$ cat config.mk
export PLATFORM = sky130hd
export DESIGN_NAME = uart_tx_framer
export DESIGN_NICKNAME = d
export VERILOG_FILES = /design/src/rtl/uart_pkg.sv /design/src/rtl/uart_baud_counter.sv /design/src/rtl/uart_tx_framer.sv
export SDC_FILE = /design/constraint.sdc
export NUM_CORES = 1
export LEC_CHECK = 0
export ABC_AREA = 1
export CAP_MARGIN = 15
export CORE_ASPECT_RATIO = 0.6
export CORE_MARGIN = 4
export CORE_UTILIZATION = 30
export DETAILED_ROUTE_END_ITERATION = 6
export DONT_BUFFER_PORTS = 1
export GPL_TIMING_DRIVEN = 0
export PLACE_DENSITY_LB_ADDON = 0.25
export SYNTH_ARGS = -nofsm -noshare
export SYNTH_HDL_FRONTEND = slang
export SYNTH_SLANG_ARGS = --single-unit
$ cat constraint.sdc
create_clock -name i_clk -period 2.7 [get_ports i_clk]
set_clock_uncertainty 0.1 [all_clocks]
set_input_delay 0.135 -clock i_clk [delete_from_list [all_inputs] [get_ports i_clk]]
set_output_delay 0.135 -clock i_clk [all_outputs]
set_load 0.05 [all_outputs]
$ cat src/rtl/uart_pkg.sv
// uart_pkg
//   Shared definitions for the UART transmit framer: the framer FSM state
//   encoding, the parity-mode constants used for the PARITY parameter, and a
//   helper that produces the parity bit for a character.
package uart_pkg;

  // Framer states; every state other than IDLE is one or more bit periods long.
  typedef enum logic [2:0] {
    IDLE,
    START,
    DATA,
    PAR,
    STOP
  } tx_state_e;

  // Parity modes selected by the PARITY parameter.
  localparam int PAR_NONE = 0;
  localparam int PAR_EVEN = 1;
  localparam int PAR_ODD  = 2;

  // Parity bit for a character zero-extended to 8 bits. Even parity sends the
  // XOR of the data bits so the total count of ones is even; odd inverts it.
  function automatic logic parity_bit(input logic [7:0] ch, input int mode);
    logic p;
    p = ^ch;
    if (mode == PAR_ODD) begin
      p = ~p;
    end
    return p;
  endfunction

endpackage

$ cat src/rtl/uart_baud_counter.sv
// uart_baud_counter
//   Bit-period timer for the UART framer. While running it counts clocks and
//   raises o_tick on the last clock of each BAUD_PRESCALER-clock bit period,
//   wrapping to zero on that same edge so the next period starts cleanly.
//
// Ports
//   i_clk   : clock
//   i_rst   : synchronous active-high reset, clears the count
//   i_run   : count enable; the count is held at zero while low
//   i_clear : forces the count back to zero
//   o_tick  : high during the final clock of a bit period
module uart_baud_counter #(
  parameter int BAUD_PRESCALER = 200
) (
  input  logic i_clk,
  input  logic i_rst,
  input  logic i_run,
  input  logic i_clear,
  output logic o_tick
);

  localparam int CNT_W = $clog2(BAUD_PRESCALER);
  localparam logic [CNT_W-1:0] LAST = CNT_W'(BAUD_PRESCALER - 1);

  logic [CNT_W-1:0] cnt;

  assign o_tick = i_run && (cnt == LAST);

  always_ff @(posedge i_clk) begin
    if (i_rst || i_clear || !i_run) begin
      cnt <= '0;
    end else if (o_tick) begin
      cnt <= '0;
    end else begin
      cnt <= cnt + CNT_W'(1);
    end
  end

endmodule

$ cat src/rtl/uart_tx_framer.sv
// uart_tx_framer
//   Serialises a multi-character payload onto a UART line. Each character is
//   sent as a start bit, DATA_BITS data bits LSB first, an optional parity
//   bit and STOP_BITS stop bits, each bit lasting BAUD_PRESCALER clocks.
//   Characters of one transfer follow back to back with character 0 first.
//
// Ports
//   i_clk   : sole clock
//   i_rst   : synchronous active-high reset; aborts any transfer
//   i_data  : payload, character k = i_data[k*DATA_BITS +: DATA_BITS]
//   i_valid : payload offered; accepted when o_ready is also high
//   o_ready : idle and able to accept a payload this cycle
//   o_busy  : transfer in progress
//   o_done  : one-cycle pulse on return to idle after the last stop bit
//   o_tx    : serial line, idle high
module uart_tx_framer
  import uart_pkg::*;
#(
  parameter int BAUD_PRESCALER = 200,
  parameter int CHARS          = 4,
  parameter int DATA_BITS      = 8,
  parameter int PARITY         = PAR_NONE,
  parameter int STOP_BITS      = 1
) (
  input  logic                       i_clk,
  input  logic                       i_rst,
  input  logic [CHARS*DATA_BITS-1:0] i_data,
  input  logic                       i_valid,
  output logic                       o_ready,
  output logic                       o_busy,
  output logic                       o_done,
  output logic                       o_tx
);

  localparam int BIT_W  = $clog2(DATA_BITS + 1);
  localparam int CHAR_W = $clog2(CHARS + 1);

  localparam logic [BIT_W-1:0]  LAST_DATA = BIT_W'(DATA_BITS - 1);
  localparam logic [BIT_W-1:0]  LAST_STOP = BIT_W'(STOP_BITS - 1);
  localparam logic [CHAR_W-1:0] LAST_CHAR = CHAR_W'(CHARS - 1);

  tx_state_e                  state;
  logic [CHARS*DATA_BITS-1:0] data_q;    // captured payload, current char in low bits
  logic [DATA_BITS-1:0]       shreg;     // remaining data bits of current char
  logic [BIT_W-1:0]           bit_idx;   // data bit index, reused for stop bits
  logic [CHAR_W-1:0]          char_idx;
  logic                       tick;
  logic [DATA_BITS-1:0]       cur_char;

  assign cur_char = data_q[DATA_BITS-1:0];

  // Ready/busy follow the state directly so the cycle right after reset is
  // released already reports ready, and both drop while reset is held.
  assign o_ready = (state == IDLE) && !i_rst;
  assign o_busy  = (state != IDLE) && !i_rst;

  // State changes happen only on a tick (where the counter wraps to zero) or
  // out of IDLE (where the counter is held clear), so every state is entered
  // with a zero count and lasts exactly one prescaler period per bit.
  uart_baud_counter #(
    .BAUD_PRESCALER(BAUD_PRESCALER)
  ) u_baud (
    .i_clk  (i_clk),
    .i_rst  (i_rst),
    .i_run  (state != IDLE),
    .i_clear(state == IDLE),
    .o_tick (tick)
  );

  always_ff @(posedge i_clk) begin
    if (i_rst) begin
      state    <= IDLE;
      data_q   <= '0;
      shreg    <= '0;
      bit_idx  <= '0;
      char_idx <= '0;
      o_tx     <= 1'b1;
      o_done   <= 1'b0;
    end else begin
      o_done <= 1'b0;
      case (state)
        IDLE: begin
          o_tx <= 1'b1;
          if (i_valid) begin
            data_q   <= i_data;
            bit_idx  <= '0;
            char_idx <= '0;
            state    <= START;
            o_tx     <= 1'b0;
          end
        end

        START: begin
          if (tick) begin
            state   <= DATA;
            bit_idx <= '0;
            o_tx    <= cur_char[0];
            shreg   <= cur_char >> 1;
          end
        end

        DATA: begin
          if (tick) begin
            if (bit_idx == LAST_DATA) begin
              bit_idx <= '0;
              if (PARITY != PAR_NONE) begin
                state <= PAR;
                o_tx  <= parity_bit(8'(cur_char), PARITY);
              end else begin
                state <= STOP;
                o_tx  <= 1'b1;
              end
            end else begin
              bit_idx <= bit_idx + BIT_W'(1);
              o_tx    <= shreg[0];
              shreg   <= shreg >> 1;
            end
          end
        end

        PAR: begin
          if (tick) begin
            state   <= STOP;
            bit_idx <= '0;
            o_tx    <= 1'b1;
          end
        end

        STOP: begin
          if (tick) begin
            if (bit_idx == LAST_STOP) begin
              bit_idx <= '0;
              if (char_idx == LAST_CHAR) begin
                state    <= IDLE;
                char_idx <= '0;
                o_done   <= 1'b1;
                o_tx     <= 1'b1;
              end else begin
                // Next character moves into the low bits; start bit follows
                // the last stop bit with no idle gap.
                state    <= START;
                char_idx <= char_idx + CHAR_W'(1);
                data_q   <= data_q >> DATA_BITS;
                o_tx     <= 1'b0;
              end
            end else begin
              bit_idx <= bit_idx + BIT_W'(1);
            end
          end
        end

        default: begin
          state <= IDLE;
          o_tx  <= 1'b1;
        end
      endcase
    end
  end

endmodule

==> results.py <==
metrics = {
    "status": {
        "outcome": "completed",
    },
    "layout": {
        "n_antenna_cell": 0,
        "seqCellArea_mm2": 0.00118,
        "final_cell_mix": "nand2_1 (171), nor2_1 (80), dfxtp_1 (59)",
        "fill_cells": 1084,
        "drive_gt1_frac": 0.0720,
        "utilization": 0.369,
        "final_common_cell": "nand2_1",
        "area_delta_synth_final_pct": 17.4,
        "multi_input_area_mm2": 0.00164,
        "stdcell_area_mm2": 0.00371,
        "stdcell_count": 663,
        "num-nets-final": 564,
    },
    "timing": {
        "fmax_mhz": 426,
        "finalWorstSetupSlack_ns": 0.351,
        "fin_crit_sh": 0.870,
        "fin_hold_ws_ns": 0.0366,
        "slew_viol_final": 0,
        "post-route-min-period_ns": 2.35,
        "setup_violations": 0,
        "slew_headroom": 0.352,
        "rsz0062_at_grt": "false",
        "setup_tns_ns": 0,
        "worst_slew_pin_slew_ns": 0.964,
        "finalHoldViolations": 0,
    },
    "yosys": {
        "yosysWarnings": 0,
        "ys_ff_latch": 59,
        "syn_area_mm2": 0.00316,
        "yosys.area.top_type": "dfxtp_1",
        "synth_area_per_cell_um2": 6.25,
        "syn-num-nets": 545,
        "synth_area_leaders": "dfxtp_1 (37%), nand2_1 (20%), nor2_1 (9.5%), nand3_1 (6.5%), a21oi_1 (6.2%)",
        "synth_async_sr_flop_share": 0,
        "synth-edff-count": 0,
        "synthCells": 506,
        "synthDistinctLibCells": 30,
        "synth_top_flop_cell": "dfxtp_1",
        "seq_area_frac_synth": 0.374,
        "synth_top_area_share": 0.374,
    },
    "worst_setup_path": {
        "end_kind": "register",
        "r2r-start": "state[2]",
        "slowest_delay_ns": 0.72,
        "endpoint": "u_baud.cnt[7]",
        "start_kind": "register",
        "reg2reg_slack_ns": 0.35,
        "worstSetupStartpoint": "state[2]",
        "r2r_end": "u_baud.cnt[7]",
        "worstSetupPathType": "reg -> reg",
        "cp_slowest_cell": "nor2_1",
        "ff2ff_path_depth": 6,
        "cp.arrival_ns": 2.50,
        "cp_cell_sequence": "inv_2 -> nand2_2 -> inv_1 -> nor2_1 -> nand2_1 -> nor3b_1",
        "worstPathMaxFanout": 8,
        "cp.required_ns": 2.85,
    },
    "global_routing": {
        "grt_pass1_vias": 2813,
        "grt_antenna_before_repair": 0,
        "overflow": 0,
        "grt_pass1_wl_um": 14300,
        "track_usage": 0.149,
        "grt_max_degree": 11,
    },
    "cts": {
        "clock_sinks": 59,
        "clk-insertion-delay-late_ns": 0.33,
        "clk_path_buf_depth": 2,
        "numCtsBuffers": 9,
        "post_cts_buffers": 0,
        "cts_tree": "done",
        "cts_max_level": 3,
        "cts_resized": 0,
        "root_buffer": "clkbuf_16",
        "clk_pin_slew_ns": 0.05,
    },
    "routing": {
        "drt_iter0_drc": 215,
        "first_pass_iters": 5,
        "wire_per_inst_um": 12.9,
        "num_vias": 3008,
        "vias_per_cell": 4.54,
        "wirelength_um": 8580,
        "ant_nets": 0,
        "drc": 0,
    },
    "pwr": {
        "switching_share": 0.435,
        "power_mw": 5.04,
        "p_seq_frac": 0.279,
        "clkPwrFrac": 0.231,
        "intPower_mw": 2.85,
        "power_density_mw_per_mm2": 1360,
        "p_switching_mw": 2.19,
        "leakagePower_nw": 1.87,
        "pwr-share-comb": 0.490,
        "peakVddDrop_v": 0.000415,
    },
    "placed_design": {
        "dp_slack_ns": 0.345,
        "portBuffers": 0,
        "gp_congestion": 0.811,
        "placed_area_mm2": 0.00333,
        "dp_hpwl_um": 6350,
        "dp.cells": 641,
    },
    "floorplanning": {
        "die_w_um": 141,
        "num_rows": 28,
        "pin_count": 39,
        "start_util": 0.314,
        "core_area_mm2": 0.0101,
        "dieArea_mm2": 0.0123,
        "die_h_um": 87.5,
    },
    "flow_run": {
        "cap_violations": 0,
    },
    "min_path": {
        "hold_depth": 6,
        "hold_path_class": "in -> reg",
    },
}
routing by layer:
layer / up-vias / wire [um] / track usage
li1: 1611 / - / -
met1: 1308 / 4670 / 0.220
met2: 83 / 3290 / 0.204
met3: 6 / 559 / 0.0560
met4: 0 / 57 / 0.0369
met5: - / 0 / 0
cell type report:
class / instances / share of cell area
clock buffer: 12 / 0.0718
clock inverter: 2 / 0.00944
sequential: 59 / 0.318
multi-input combinational: 372 / 0.441
timing repair buffer: 8 / 0.0216
tap: 135 / 0.0455
buffer: 25 / 0.0418
inverter: 50 / 0.0506
cells by family (layout without fill, tap and decap cells):
family / Yosys count / after routing / share of synthesized area
simple gates: 310 / 310 / 0.403
buf+inv: 75 / 97 / 0.108
flops: 59 / 59 / 0.374
compound gates: 55 / 55 / 0.0907
fa+ha+maj: 4 / 4 / 0.0158
xor+xnor: 3 / 3 / 0.00832
Yosys cell counts (2+ instances only):
library cell  count
buf_4             2
a21oi_1          39
ha_1              4
buf_2             7
inv_2             2
nand3_1          41
clkbuf_1          9
nand4_1           3
o21ai_0          11
nand2_1         171
nand2_2           2
nor3_1            5
dfxtp_1          59
buf_6             6
nor2_4            2
inv_1            47
xor2_1            2
nor2_1           80
o21bai_1          3
power by group through the flow:
stage / registers, mW / logic (mW) / clock network, mW
6_report: 1.40 / 2.47 / 1.16
3_5_place_dp: 1.42 / 2.45 / 0
5_1_grt: 1.44 / 2.85 / 1.23
2_1_floorplan: 1.37 / 1.96 / 0
4_1_cts: 1.40 / 2.47 / 1.19
3_3_place_gp: 1.41 / 2.43 / 0
registers in the layout, indices dropped and copies added (netlist names):
name        cells
u_baud.cnt      8
state           3
char_idx        3
bit_idx         4
o_done          1
shreg           7
data_q         32
o_tx            1
how the worst min path moves through the flow:
stage,start,end,slack (ns)
after floorplan,i_data[24],data_q[24],0.27
after global placement,i_data[27],data_q[27],0.29
after detailed placement,i_data[29],data_q[29],0.29
after CTS,i_data[0],data_q[0],0.02
after global routing,i_data[15],data_q[15],0.06
final,i_data[0],data_q[0],0.04
timing repair:
item                                   in CTS  in global routing
setup endpoints to repair                   0                  0
endpoints found under the hold margin       8                  0
hold buffers                                8                  0
critical path, delay by kind of cell (launching register included):
kind	cells	cell delay [ns]
simple gates	4	1.49
buf+inv	2	0.17
flops	1	0.50
Power figures use the tool's default switching activity.
